### config.mk
export PLATFORM = sky130hd
export DESIGN_NAME = prog_counter
export DESIGN_NICKNAME = d
export VERILOG_FILES = /design/src/rtl/pc_pkg.sv /design/src/rtl/ret_stack.sv /design/src/rtl/prog_counter.sv
export SDC_FILE = /design/constraint.sdc
export NUM_CORES = 1
export LEC_CHECK = 0
export ABC_AREA = 1
export CAP_MARGIN = 20
export CORE_MARGIN = 3
export CORE_UTILIZATION = 55
export DETAILED_ROUTE_END_ITERATION = 6
export DONT_BUFFER_PORTS = 1
export PLACE_DENSITY = 0.82
export SYNTH_ARGS = -nofsm -noshare
export SYNTH_HDL_FRONTEND = slang
export SYNTH_SLANG_ARGS = --single-unit
### constraint.sdc
create_clock -name Clk -period 2.1 [get_ports Clk]
set_input_delay 0.21 -clock Clk [delete_from_list [all_inputs] [get_ports Clk]]
set_output_delay 0.21 -clock Clk [all_outputs]
set_load 0.01 [all_outputs]
### src/rtl/pc_pkg.sv
// Shared types for the program-counter stage: controller states, next-PC
// source selector and the cycle-counter width.
package pc_pkg;

  typedef enum logic [1:0] {
    IDLE   = 2'd0,
    RUN    = 2'd1,
    HALTED = 2'd2
  } pc_state_t;

  typedef enum logic [2:0] {
    SRC_HOLD = 3'd0,
    SRC_INC  = 3'd1,
    SRC_BR   = 3'd2,
    SRC_ABS  = 3'd3,
    SRC_RET  = 3'd4
  } pc_src_t;

  localparam int CNT_W = 16;

endpackage

### src/rtl/ret_stack.sv
// Return-address LIFO. Reset and clr only rewind the pointer; entries are
// never cleared because nothing reads above the pointer.
module ret_stack #(
  parameter int D     = 12,
  parameter int DEPTH = 4
) (
  input  logic         Clk,
  input  logic         Reset,
  input  logic         clr,
  input  logic         push,
  input  logic         pop,
  input  logic [D-1:0] din,
  output logic [D-1:0] dout,
  output logic         full,
  output logic         empty
);

  localparam int PW = $clog2(DEPTH + 1);
  localparam int AW = (DEPTH > 1) ? $clog2(DEPTH) : 1;

  logic [PW-1:0] r_sp;
  logic [D-1:0]  r_mem [DEPTH];
  logic [AW-1:0] w_wr_idx;
  logic [AW-1:0] w_rd_idx;

  assign full     = (r_sp == PW'(DEPTH));
  assign empty    = (r_sp == '0);
  assign w_wr_idx = AW'(r_sp);
  // Guard the read index so an empty stack never addresses past the array.
  assign w_rd_idx = empty ? '0 : AW'(r_sp - PW'(1));
  assign dout     = r_mem[w_rd_idx];

  always_ff @(posedge Clk) begin
    if (push && !full) begin
      r_mem[w_wr_idx] <= din;
    end
  end

  always_ff @(posedge Clk or posedge Reset) begin
    if (Reset) begin
      r_sp <= '0;
    end else if (clr) begin
      r_sp <= '0;
    end else if (push && !full) begin
      r_sp <= r_sp + PW'(1);
    end else if (pop && !empty) begin
      r_sp <= r_sp - PW'(1);
    end
  end

endmodule

### src/rtl/prog_counter.sv
// Instruction-fetch program counter with start/run/halt controller, five-way
// next-PC selection and a small return-address stack for call/return.
module prog_counter
  import pc_pkg::*;
#(
  parameter int             D           = 12,
  parameter int             STACK_DEPTH = 4,
  parameter logic [D-1:0]   RESET_PC    = '0
) (
  input  logic             Clk,
  input  logic             Reset,
  input  logic             start,
  input  logic             stall,
  input  logic             branch_en,
  input  logic [D-1:0]     target,
  input  logic             abs_jump_en,
  input  logic [D-1:0]     abs_target,
  input  logic             call_en,
  input  logic             ret_en,
  input  logic             halt,
  output logic [D-1:0]     prog_ctr,
  output logic             running,
  output logic             done,
  output logic             stack_err,
  output logic [CNT_W-1:0] cycle_cnt
);

  pc_state_t        r_state, w_state_next;
  logic [D-1:0]     r_pc, w_pc_next;
  logic             r_err, w_err_next;
  logic [CNT_W-1:0] r_cnt, w_cnt_next;
  pc_src_t          w_src;
  logic             w_push, w_pop, w_clr;
  logic [D-1:0]     w_stk_top;
  logic             w_stk_full, w_stk_empty;

  ret_stack #(
    .D     (D),
    .DEPTH (STACK_DEPTH)
  ) u_ret_stack (
    .Clk   (Clk),
    .Reset (Reset),
    .clr   (w_clr),
    .push  (w_push),
    .pop   (w_pop),
    .din   (r_pc + D'(1)),
    .dout  (w_stk_top),
    .full  (w_stk_full),
    .empty (w_stk_empty)
  );

  always_ff @(posedge Clk or posedge Reset) begin
    if (Reset) begin
      r_state <= IDLE;
      r_pc    <= RESET_PC;
      r_err   <= 1'b0;
      r_cnt   <= '0;
    end else begin
      r_state <= w_state_next;
      r_pc    <= w_pc_next;
      r_err   <= w_err_next;
      r_cnt   <= w_cnt_next;
    end
  end

  always_comb begin
    w_state_next = r_state;
    w_pc_next    = r_pc;
    w_err_next   = r_err;
    w_cnt_next   = r_cnt;
    w_src        = SRC_HOLD;
    w_push       = 1'b0;
    w_pop        = 1'b0;
    w_clr        = 1'b0;

    case (r_state)
      IDLE: begin
        if (start) w_state_next = RUN;
      end
      RUN: begin
        if (!stall) begin
          w_cnt_next = r_cnt + CNT_W'(1);
          // Strict priority; stack faults halt without moving the PC.
          if (halt) begin
            w_state_next = HALTED;
          end else if (ret_en) begin
            if (w_stk_empty) begin
              w_err_next   = 1'b1;
              w_state_next = HALTED;
            end else begin
              w_src = SRC_RET;
              w_pop = 1'b1;
            end
          end else if (call_en) begin
            if (w_stk_full) begin
              w_err_next   = 1'b1;
              w_state_next = HALTED;
            end else begin
              w_src  = SRC_ABS;
              w_push = 1'b1;
            end
          end else if (abs_jump_en) begin
            w_src = SRC_ABS;
          end else if (branch_en) begin
            w_src = SRC_BR;
          end else begin
            w_src = SRC_INC;
          end
        end
      end
      HALTED: begin
        if (start) begin
          w_state_next = RUN;
          w_pc_next    = RESET_PC;
          w_cnt_next   = '0;
          w_clr        = 1'b1;
        end
      end
      default: w_state_next = IDLE;
    endcase

    case (w_src)
      SRC_INC: w_pc_next = r_pc + D'(1);
      SRC_BR:  w_pc_next = r_pc + target;
      SRC_ABS: w_pc_next = abs_target;
      SRC_RET: w_pc_next = w_stk_top;
      default: ;
    endcase
  end

  assign prog_ctr  = r_pc;
  assign running   = (r_state == RUN);
  assign done      = (r_state == HALTED);
  assign stack_err = r_err;
  assign cycle_cnt = r_cnt;

endmodule

---- Word level (Yosys, flattened, before mapping) ----
Memories as Yosys holds them, arrays and structs flattened.
Index checks and enable logic that the tools add are counted.
operators by class
  add/sub/neg operators ................... 5
  equality and inequality tests ........... 14
  muxes and demuxes ....................... 46
  bitwise logic cells ..................... 2
  reduce and logical (&&, ||, !) cells .... 17
operators with widths
  kind                                                    count
  case mux 12 bit (4 select lines)                        1
  2-to-1 mux 16 bit                                       2
  case mux 16 bit (2 select lines)                        1
  2-to-1 mux 3 bit                                        9
  2-to-1 mux 12 bit                                       2
  2-to-1 mux 2 bit                                        11
  2-to-1 mux 1 bit                                        19
  adder 16 x 1 -> 16 bit (second input constant)          1
  adder 12 x 1 -> 12 bit (second input constant)          1
  adder 12 bit                                            1
  nonzero test 5 bit                                      2
  inequality test 4 x 3 -> 1 bit (second input constant)  2
  == test 3 x 2 -> 1 bit (second input constant)          2
  == test 3 bit (second input constant)                   2
  AND reduction 6 bit                                     1
  nonzero test 2 bit                                      3
  AND reduction 5 bit                                     1
  inequality test 2 x 1 -> 1 bit (second input constant)  2
  inequality test 2 bit (second input constant)           2
  inequality test 4 bit (second input constant)           1
  case mux 2 bit (2 select lines)                         1
  adder 3 x 1 -> 3 bit (second input constant)            1
  == test 3 x 1 -> 1 bit (second input constant)          1
  logical NOT 3 bit                                       1
  other kinds (11)                                        14
word-level totals
  bits in registers ....................... 34
  RAM bits ................................ 48
  bits of input ports ..................... 33
  output and inout port bits .............. 31
  logic and storage cells ................. 90
  memories kept ........................... 1
memories
  memory             words  bits a word  read ports  clocked after memory_dff  write ports  line             RTL
  u_ret_stack.r_mem  4      12           1           0                         1            ret_stack.sv:22  logic [D-1:0] r_mem [DEPTH];

---- Logic depth before layout (Yosys ltp) ----
Gate-level depths: netlist of run 1.
  word-level depth ........................ 10
  gate-level depth with buffers ........... 14
  depth with buffers taken out ............ 12

---- Modules after synthesis ----
Synthesis of run 1 repeated with hierarchy kept, for this count alone.
unflattened totals
  cells, all modules ...................... 661
  area, all modules ....................... 5195.0 um^2
by module, submodules not included
  module        instances  cells each  area an instance (um^2)
  prog_counter  1          439         2798.9
  ret_stack     1          222         2396.0

---- Least setup slack after synthesis of run 1 ----
Ideal clock, no wire load.
  path kind ............................... register to register
  start point ............................. reg u_ret_stack.r_sp[0]
  end point ............................... mem u_ret_stack.r_mem[1][0] (enable)
  setup time .............................. 0.380 ns
  data arrival time ....................... 1.888 ns
  setup slack ............................. -0.168 ns
  cell stages (with the launch flop) ...... 9
  path buffers ............................ 1
  cell sequence ........................... dfrtp_1 -> inv_1 -> clkbuf_1 -> ha_1 -> nand2_1 -> nand3_1 -> nor2_4 -> inv_1 -> nor2_1
on the way
  longest elaborated chain between the ends .. 10
  elaborated cells on any way between the ends .. 11
RTL lines
  item                                    line                RTL
  from (decl)                             ret_stack.sv:21     logic [PW-1:0] r_sp;
  from (signal assigned)                  ret_stack.sv:45     r_sp <= r_sp + PW'(1);
  from (signal assigned)                  ret_stack.sv:47     r_sp <= r_sp - PW'(1);
  == test 3 bit                           ret_stack.sv:26     assign full = (r_sp == PW'(DEPTH));
  2-to-1 mux 1 bit                        prog_counter.sv:95  if (w_stk_full) begin
  2-to-1 mux 1 bit                        prog_counter.sv:94  end else if (call_en) begin
  2-to-1 mux 1 bit                        prog_counter.sv:86  end else if (ret_en) begin
  2-to-1 mux 1 bit                        prog_counter.sv:84  if (halt) begin
  2-to-1 mux 1 bit                        prog_counter.sv:81  if (!stall) begin
  2-to-1 mux 1 bit                        prog_counter.sv:76  case (r_state)
  logical AND 1 bit                       ret_stack.sv:34     if (push && !full) begin
  2-to-1 mux 1 bit                        ret_stack.sv:34
  2-to-1 mux 1 bit (implied by the code)  ret_stack.sv:35     r_mem[w_wr_idx] <= din;
  to (decl)                               ret_stack.sv:22
Several ways; a longest one is shown, not always the timed one.

---- Final worst setup path of run 1 ----
  start point ............................. reg u_ret_stack.r_sp[1]
  end point ............................... reg r_pc[0] (netlist: prog_ctr[0])
on the way
  longest elaborated chain between the ends .. 10
  elaborated cells on any way between the ends .. 20
RTL lines
  item                                         line                 RTL
  == test 3 bit                                ret_stack.sv:26
  2-to-1 mux 2 bit                             prog_counter.sv:95
  2-to-1 mux 3 bit                             prog_counter.sv:94
  2-to-1 mux 3 bit                             prog_counter.sv:86
  2-to-1 mux 3 bit                             prog_counter.sv:84
  2-to-1 mux 3 bit                             prog_counter.sv:81
  2-to-1 mux 3 bit                             prog_counter.sv:76
  == test 3 bit, or another cell as far along  prog_counter.sv:122  case (w_src)
  nonzero test 5 bit (no source line)          -
  AND reduction 2 bit (no source line)         -
  to (signal assigned)                         prog_counter.sv:60   r_pc <= w_pc_next;
  to (decl)                                    prog_counter.sv:29   logic [D-1:0] r_pc, w_pc_next;
Several ways; a longest one is shown, not always the timed one.
A chain may end at the register's enable or synchronous reset.

==> impl_metrics.tcl, run 1 <==
set metrics [dict create \
    outcome "complete, no violations" \
    synthesis.instances 650 \
    postLayoutCellArea_mm2 0.00554 \
    grt_setup_unrepaired "false" \
    routed_wl_um 12900 \
    fin_crit_sh_pct 92.5 \
    cts.reportedPaths.clkPinSlew_ns 0.09 \
    tightest_slew_ns 0.526 \
    cts_setup_buffers 0 \
    setup_viol_count_final 0 \
    fp-row-count 34 \
    power.density_mw_per_mm2 1240 \
    wl_per_cell_um 16.4 \
    reg2reg_depth 11 \
    mappedNetlistArea_mm2 0.00509 \
    rr_endpoint "prog_ctr[0]" \
    min_period_ns 1.94 \
    grt_use_total_pct 26.2 \
    worstReg2RegStart "u_ret_stack.r_sp[1]" \
    die_w_um 102 \
    arrival_ns 2.20 \
    clock_skew_ns 0.0129 \
    synth_top_area_share_pct 28.3 \
    drtIter0Drc 339 \
    initial_utilization_pct 57.6 \
    synth_area_leaders "edfxtp_1, dfrtp_1, nand2_1" \
    num_vias 4476 \
    drc_errors 0 \
    grt_pass1_vias 4374 \
    cts_buffer_depth 2 \
    syn_area_per_cell_um2 7.84 \
    dieHeight_um 102 \
    dp.final_hpwl_um 9820 \
    hold_violations 0 \
    fin_hold_ws_ns 0.0153 \
    h-tree-depth 3 \
    yosysTopAreaCell "edfxtp_1" \
    grt_overflow 0 \
    cp-startpoint "u_ret_stack.r_sp[1]" \
    antenna_cells 0 \
    crit_path_start_kind "flip-flop" \
    fin_tns_setup_ns 0 \
    synth_top_cells_by_count "nand2_1, inv_1, nor2_1, nand3_1, edfxtp_1" \
    yosysSeqAreaShare_pct 45.0 \
    hold_path.class "input pin to flip-flop" \
    die_area_mm2 0.0105 \
    min_from "stall" \
    ys.flop_type "edfxtp_1" \
    nets 722 \
    ant_nets 0 \
    path_class "flip-flop to flip-flop" \
    peakVddDrop_uv 523 \
    ios 64 \
    placed_cell_area_mm2 0.00530 \
    clkSinkCount 82 \
    avgViaCountPerCell 5.72 \
    ys_async_sr_fraction_pct 41.5 \
    place.gp.congestion 0.881 \
    utilization_pct 62.6 \
    yosysMostFrequentCell "nand2_1" \
    drive_gt1_share_pct 9.78 \
    worstSetupEndpointType "flip-flop" \
    critPathRequiredTime_ns 2.36 \
    power.leakage_nw 2.59 \
    root_buffer "clkbuf_8" \
    reg2reg_slack_ns 0.16 \
    dr.pass1.iters 5 \
    slew_headroom_pct 64.7 \
    worstPathMaxFanout 15 \
    clock_latency_ns 0.37 \
    port_buffers 0 \
    grt_first_pass_wirelength_um 21100 \
    max-cap-violations 0 \
    timing.fmax_mhz 515 \
    syn_nets 702 \
    yosysUniqueCellTypes 37 \
    core_mm2 0.00885 \
    cts_tree "yes" \
    slew_violations 0 \
    area_delta_synth_final_pct 8.82 \
    ys_ff_latch 82 \
    synth_edf_count 48 \
    synth_warnings 0 \
    grt_max_degree 35 \
    cts_made_buffers 9 \
    grt_antenna_before_repair 0 \
    cp-endpoint "prog_ctr[0]" \
]
==> critical path, stage by stage, from the launching register on <==
cell     delay (ns)
dfrtp_1        0.38
inv_1          0.10
ha_1           0.25
nand2_2        0.16
nand2_2        0.21
buf_4          0.23
o22ai_1        0.12
nand2_1        0.07
nand3_1        0.08
nand2_1        0.05
nor2_1         0.10
nand2_1        0.07
==> routing by layer <==
| layer | global-route usage (%) | wire [um] | vias up |
|---|---|---|---|
| met5 | 0 | 0 | - |
| li1 | - | - | 2179 |
| met1 | 33.0 | 5060 | 2066 |
| met3 | 6.08 | 1070 | 33 |
| met4 | 11.3 | 391 | 0 |
| met2 | 43.2 | 6330 | 198 |
==> worst min-delay path by stage <==
stage,to,slack (ns),cells after the start
finish,r_state[0],0.02,2
global route,r_state[0],0.02,2
CTS,r_state[0],0.009,2
detailed placement,cycle_cnt[1],0.23,2
global placement,cycle_cnt[1],0.22,2
floorplan,r_state[1],0.31,1
==> final cells by class <==
cell class	instances	area (um2)
Fill cell	743	3310
Multi-Input combinational cell	463	2380
Sequential cell	82	2290
Inverter	93	349
Timing Repair Buffer	21	163
Tap cell	108	135
Clock buffer	9	124
Clock inverter	7	101
==> sequential cells by signal, indices dropped and copies added, names as in the netlist <==
name and cells:
stack_err 1, prog_ctr 12, r_state 2, u_ret_stack.r_sp 3, cycle_cnt 16, u_ret_stack.r_mem 48
==> through the flow <==
step / cells / total power [mW] / worst slack (ns)
2_1_floorplan: 650 / 4.79 / -0.168
6_report: 783 / 6.90 / 0.157
5_1_grt: 783 / 7.43 / 0.00741
3_3_place_gp: 765 / 5.42 / 0.254
4_1_cts: 783 / 6.87 / 0.149
3_5_place_dp: 765 / 5.58 / 0.164
==> cell usage in the layout, fill, tap and decap left out, types with 3 or more instances in the layout <==
cell and n:
nand2_1 170, inv_1 85, nor2_1 75, nand3_1 70, edfxtp_1 48, dfrtp_1 34, nand4_1 30, o21ai_0 19
buf_4 19, ha_1 18, a21oi_1 12, nor3_1 9, clkbuf_8 9, nand2_2 7, nand3b_1 7, xor2_1 7
inv_2 6, xnor2_1 5, nand2_4 4, nor2_4 4, nor2_2 4, o22ai_1 4, o21a_1 3, o21bai_1 3
==> kinds of logic (layout without fill, tap and decap cells) <==
family | Yosys count | in the layout | synth area share, %
compound gates | 46 | 46 | 5.13
fa+ha+maj | 19 | 19 | 4.81
buf+inv | 105 | 130 | 8.35
simple gates | 386 | 386 | 34.6
xor+xnor | 12 | 12 | 2.06
flops | 82 | 82 | 45.0
==> power breakdown <==
group | leakage [nW] | switching [mW] | internal (mW)
sequential | 0.877 | 0.401 | 2.10
clock | 0.106 | 0.614 | 0.679
combinational | 1.61 | 2.04 | 1.07
==> what timing repair did <==
item,4_1_cts,5_1_grt
hold endpoints to repair,36,0
gates resized for setup,0,1
setup endpoints to repair,0,1
hold buffers,2,0
Note: power is estimated with default switching activity, not from simulation.
==> run 2: changes to the inputs <==
Settings changed: SYNTH_HIERARCHICAL set to 1.
==> impl_metrics.tcl, run 2 <==
set metrics [dict create \
    synth_xor_area_share_pct 1.01 \
    ant_nets 0 \
    postLayoutCellArea_mm2 0.00575 \
    power.leakage_nw 2.70 \
    grt_antenna_before_repair 0 \
    dieHeight_um 103 \
    hold_violations 0 \
    clock_latency_ns 0.37 \
    min_period_ns 2.04 \
    grt_pass1_vias 4301 \
    ys_async_sr_fraction_pct 41.5 \
    arrival_ns 2.28 \
    drc_errors 0 \
    fin_hold_ws_ns 0.0142 \
    cts.reportedPaths.clkPinSlew_ns 0.10 \
    place_ws_ns -0.0389 \
    initial_utilization_pct 58.2 \
    clkSinkCount 82 \
    hold_path.class "input pin to flip-flop" \
    synth_adder_area_share_pct 4.72 \
    yosys.area_share.simple_pct 35.0 \
    fin_crit_sh_pct 97.3 \
    yosysSeqAreaShare_pct 44.1 \
    dr.pass1.iters 7 \
    peakVddDrop_uv 841 \
    worstPathMaxFanout 5 \
    synth_top_family_by_area "simple AND/OR/NAND/NOR gates" \
    dp.final_hpwl_um 9470 \
    mappedNetlistArea_mm2 0.00519 \
    place.gp.congestion 0.929 \
    min_from "abs_target[3]" \
    synth_area_leaders "edfxtp_1, dfrtp_1, nand2_1" \
    regMostFlops "u_ret_stack/r_mem" \
    grt_max_degree 32 \
    grt_use_total_pct 25.2 \
    yosysMostFrequentCell "nand2_1" \
    yosysTopAreaCell "edfxtp_1" \
    wl_per_cell_um 16.4 \
    cts_tree "yes" \
    final_cell_mix "nand2_1, inv_1, nand3_1" \
    ios 64 \
    fp-row-count 34 \
    root_buffer "clkbuf_8" \
    drtIter0Drc 378 \
    worstSetupEndpointType "flip-flop" \
    power.density_mw_per_mm2 1270 \
    yosysUniqueCellTypes 37 \
    outcome "complete, no violations" \
    tightest_slew_ns 0.431 \
    path_class "flip-flop to flip-flop" \
    antenna_cells 0 \
    die_w_um 103 \
    layout_setup_ws_ns 0.0564 \
    utilization_pct 64.4 \
    placed_cell_area_mm2 0.00536 \
    finalPower_mw 7.32 \
    die_area_mm2 0.0106 \
    h-tree-depth 3 \
    core_mm2 0.00893 \
    syn_nets 713 \
    cts_buffer_depth 2 \
    routed_wl_um 13100 \
    rr_endpoint "prog_ctr[5]" \
    area_delta_synth_final_pct 10.8 \
    crit_path_start_kind "flip-flop" \
    max-cap-violations 0 \
    largest_reg_flops 48 \
    grt_overflow 0 \
    ys_ff_latch 82 \
    slew_violations 0 \
    timing.fmax_mhz 489 \
    critPathRequiredTime_ns 2.34 \
    reg2reg_slack_ns 0.06 \
    synthesis.instances 661 \
    synth_warnings 6 \
    syn_area_per_cell_um2 7.86 \
    worstReg2RegStart "u_ret_stack/r_sp[1]" \
    holdPathEnd "prog_ctr[3]" \
    slew_headroom_pct 71.2 \
    setup_viol_count_final 0 \
    synth_edf_count 48 \
    synth_top_area_share_pct 27.7 \
    reg2reg_depth 12 \
    worstHoldPathCells 2 \
    port_buffers 0 \
    synth.area.mux_share_pct 0 \
    drive_gt1_share_pct 11.7 \
    grt_first_pass_wirelength_um 20900 \
    clock_skew_ns 0.0111 \
    nFillCells 717 \
    nets 738 \
    final_common_cell "nand2_1" \
    num_vias 4615 \
    cts_made_buffers 9 \
    ys.flop_type "edfxtp_1" \
    synth_compound_area_share_pct 4.43 \
    avgViaCountPerCell 5.78 \
    synth_top_cells_by_count "nand2_1, inv_1, nand3_1, edfxtp_1, nor2_1" \
]
-- run 2: per-stage QoR --
| step | cells | setup TNS (ns) |
|---|---|---|
| after floorplan | 661 | 0 |
| after global placement | 768 | 0 |
| after detailed placement | 768 | -0.885 |
| after CTS | 792 | 0 |
| after global routing | 799 | -0.703 |
| final | 799 | 0 |
-- run 2: how the worst max path moves through the flow --
| stage | start | endpoint | slack (ns) | cells after the start |
|---|---|---|---|---|
| 3_5_place_dp | u_ret_stack/r_sp[1] | u_ret_stack/r_mem[2][0] | -0.04 | 7 |
| 2_1_floorplan | u_ret_stack/r_sp[0] | u_ret_stack/r_mem[3][0] | 0.004 | 9 |
| 5_1_grt | u_ret_stack/r_sp[1] | prog_ctr[0] | -0.06 | 13 |
| 3_3_place_gp | u_ret_stack/r_sp[1] | u_ret_stack/r_mem[3][1] | 0.07 | 7 |
| 4_1_cts | u_ret_stack/r_sp[1] | u_ret_stack/r_sp[2] | 0.01 | 10 |
| 6_report | u_ret_stack/r_sp[1] | prog_ctr[5] | 0.06 | 12 |
-- run 2: cells by family (layout without fill, tap and decap cells) --
family,after synthesis,count (layout)
flip-flops,82,82
adder cells (fa/ha/maj),19,19
AO/OA/AOI/OAI,42,42
XOR/XNOR,6,6
buffers and inverters,130,160
AND/OR/NAND/NOR,382,382
-- run 2: layout make-up --
type | instances | area (um2) | share of cell area [%]
inverters | 117 | 450 | 7.83
repair buffers | 26 | 259 | 4.50
repair inverters | 1 | 5.00 | 0.0870
multi-input cells | 449 | 2400 | 41.8
clock inverters | 7 | 83.8 | 1.46
clock buffers | 9 | 124 | 2.15
flip-flops and latches | 82 | 2290 | 39.8
well taps | 108 | 135 | 2.35
-- run 2: routing by layer --
layer	global-route usage [%]	up-vias	wire length [um]
met5	0	-	0
met4	9.86	0	423
met3	5.23	40	1050
met2	41.0	230	6290
met1	33.3	2144	5360
li1	-	2201	-
-- run 2: report_power, final --
group	internal (mW)	total [mW]	switching, mW	leakage [nW]
Combinational	1.17	3.51	2.35	1.72
Sequential	2.13	2.59	0.463	0.882
Clock	0.572	1.22	0.646	0.103
Total	3.87	7.32	3.45	2.70
-- run 2: what timing repair did --
action / CTS / global route
hold buffers: 4 / 0
resized for setup: 0 / 13
pin swaps: 3 / 2
gates cloned: 0 / 1
hold endpoints to repair: 38 / 0
endpoints found under the setup margin: 30 / 63
setup buffers: 4 / 6
-- run 2: critical path, stage by stage, from the launching register on --
cell	delay (ns)
dfrtp_1	0.43
inv_2	0.10
ha_2	0.19
nand2_1	0.13
inv_2	0.13
nand2_1	0.08
nand3_2	0.10
nor2_4	0.06
nand2_2	0.13
clkinvlp_4	0.19
buf_4	0.17
nand3_1	0.10
nand4_1	0.09
==> run 3: changes to the inputs <==
Settings changed: PLACE_DENSITY 0.82 to 0.78, SYNTH_HIERARCHICAL 1 to unset.
==> impl_metrics.tcl, run 3 (synthesis results as in run 1) <==
set metrics [dict create \
    outcome "complete, no violations" \
    timing.fmax_mhz 512 \
    die_area_mm2 0.0105 \
    clkSinkCount 82 \
    num_vias 4398 \
    largest_reg_flops 48 \
    regMostFlops "u_ret_stack.r_mem" \
    core_mm2 0.00885 \
    nets 720 \
    dieHeight_um 102 \
    dr.pass1.iters 5 \
    layout_setup_ws_ns 0.146 \
    final_common_cell "nand2_1" \
    clock_latency_ns 0.36 \
    routed_wl_um 12500 \
    root_buffer "clkbuf_8" \
    arrival_ns 2.25 \
    place_ws_ns 0.0478 \
    cts_buffer_depth 2 \
    ant_nets 0 \
    worstSetupEndpointType "flip-flop" \
    grt_pass1_vias 4160 \
    fp-row-count 34 \
    critPathRequiredTime_ns 2.39 \
    max-cap-violations 0 \
    avgViaCountPerCell 5.63 \
    final_cell_mix "nand2_1, inv_1, nor2_1" \
    crit_path_start_kind "flip-flop" \
    peakVddDrop_uv 622 \
    drive_gt1_share_pct 9.51 \
    hold_violations 0 \
    grt_first_pass_wirelength_um 20600 \
    cts_tree "yes" \
    grt_overflow 0 \
    antenna_cells 0 \
    grt_antenna_before_repair 0 \
    place.gp.congestion 0.906 \
    min_period_ns 1.95 \
    fin_cells 781 \
    cts.reportedPaths.clkPinSlew_ns 0.08 \
    power.density_mw_per_mm2 1230 \
    drtIter0Drc 351 \
    area_delta_synth_final_pct 8.47 \
    power.leakage_nw 2.58 \
    ios 64 \
    dp.final_hpwl_um 9370 \
    placed_cell_area_mm2 0.00527 \
    initial_utilization_pct 57.6 \
    grt_use_total_pct 25.7 \
    postLayoutCellArea_mm2 0.00553 \
    reg2reg_slack_ns 0.15 \
    port_buffers 0 \
    slew_violations 0 \
    setup_viol_count_final 0 \
    nFillCells 744 \
    hold_path.class "input pin to flip-flop" \
    cts_setup_buffers 0 \
    utilization_pct 62.4 \
    wl_per_cell_um 16.1 \
    cts_made_buffers 9 \
    clock_skew_ns 0.0131 \
    slew_headroom_pct 69.2 \
    dp.cells 762 \
    tightest_slew_ns 0.462 \
    die_w_um 102 \
    h-tree-depth 3 \
    path_class "flip-flop to flip-flop" \
    fin_crit_sh_pct 93.0 \
    grt_setup_unrepaired "false" \
    grt_max_degree 35 \
    drc_errors 0 \
    worstPathMaxFanout 10 \
]
run 3: changes by cell type in the layout (fill, tap and decap cells not counted), sizes merged, moves of 4 or more:
cell / delta
nand2: -16
clkinv: +4
inv: -28
nand3b: -22
nor2: +35
nand4: +9
buf: -6
run 3: path summary, 6_finish.rpt:
kind                                          start                   to  cells after the start
worst max-delay path            u_ret_stack.r_sp[1]         prog_ctr[11]                     12
worst min-delay path                           halt           r_state[1]                      2
worst max register to register  u_ret_stack.r_sp[1]         prog_ctr[11]                     12
worst min register to register            stack_err            stack_err                      1
max in group asynchronous                     Reset         cycle_cnt[7]                      3
min in group asynchronous                     Reset  u_ret_stack.r_sp[0]                      3
run 3: per-layer routing:
| metal | part of all wire [%] | GRT usage, % | up-vias |
|---|---|---|---|
| li1 | - | - | 2178 |
| met1 | 42 | 34.8 | 2037 |
| met2 | 48 | 41.5 | 168 |
| met3 | 7.8 | 5.87 | 15 |
| met4 | 1.3 | 7.77 | 0 |
| met5 | 0 | 0 | - |
run 3: layout make-up:
class | instances | area, um2 | share of cell area [%]
Timing Repair Buffer | 19 | 150 | 2.72
Multi-Input combinational cell | 463 | 2380 | 43.1
Tap cell | 108 | 135 | 2.45
Clock buffer | 10 | 138 | 2.49
Sequential cell | 82 | 2290 | 41.5
Clock inverter | 6 | 73.8 | 1.34
Inverter | 93 | 353 | 6.39
run 3: repair_timing:
| action | CTS | global route |
|---|---|---|
| gates resized for setup | 0 | 3 |
| hold endpoints to repair | 36 | 0 |
| endpoints found under the setup margin | 0 | 8 |
| hold buffers | 3 | 0 |
run 3: stage by stage:
stage	hold slack (ns)	power [mW]	setup TNS (ns)
after detailed placement	0.237	5.55	0
final	0.0314	6.80	0
after CTS	0.00976	6.75	0
after global placement	0.232	5.42	0
after global routing	0.0401	7.34	0
after floorplan	0.308	4.79	-8.08
run 3: critical path, cell delays in order, from the launching register on:
cell and delay (ns):
dfrtp_1 0.41, inv_1 0.12, ha_1 0.27, nand2_2 0.16
nand2_4 0.13, inv_2 0.04, nand2_2 0.19, nand2_1 0.10
nor2_2 0.21, nand2_1 0.07, inv_1 0.06, nor2_1 0.04
nand3_1 0.07
run 3: power by group:
group	internal (mW)	leakage, nW	switching, mW
combinational	1.04	1.60	2.05
sequential	2.10	0.877	0.415
clock	0.594	0.107	0.600
total	3.74	2.58	3.06
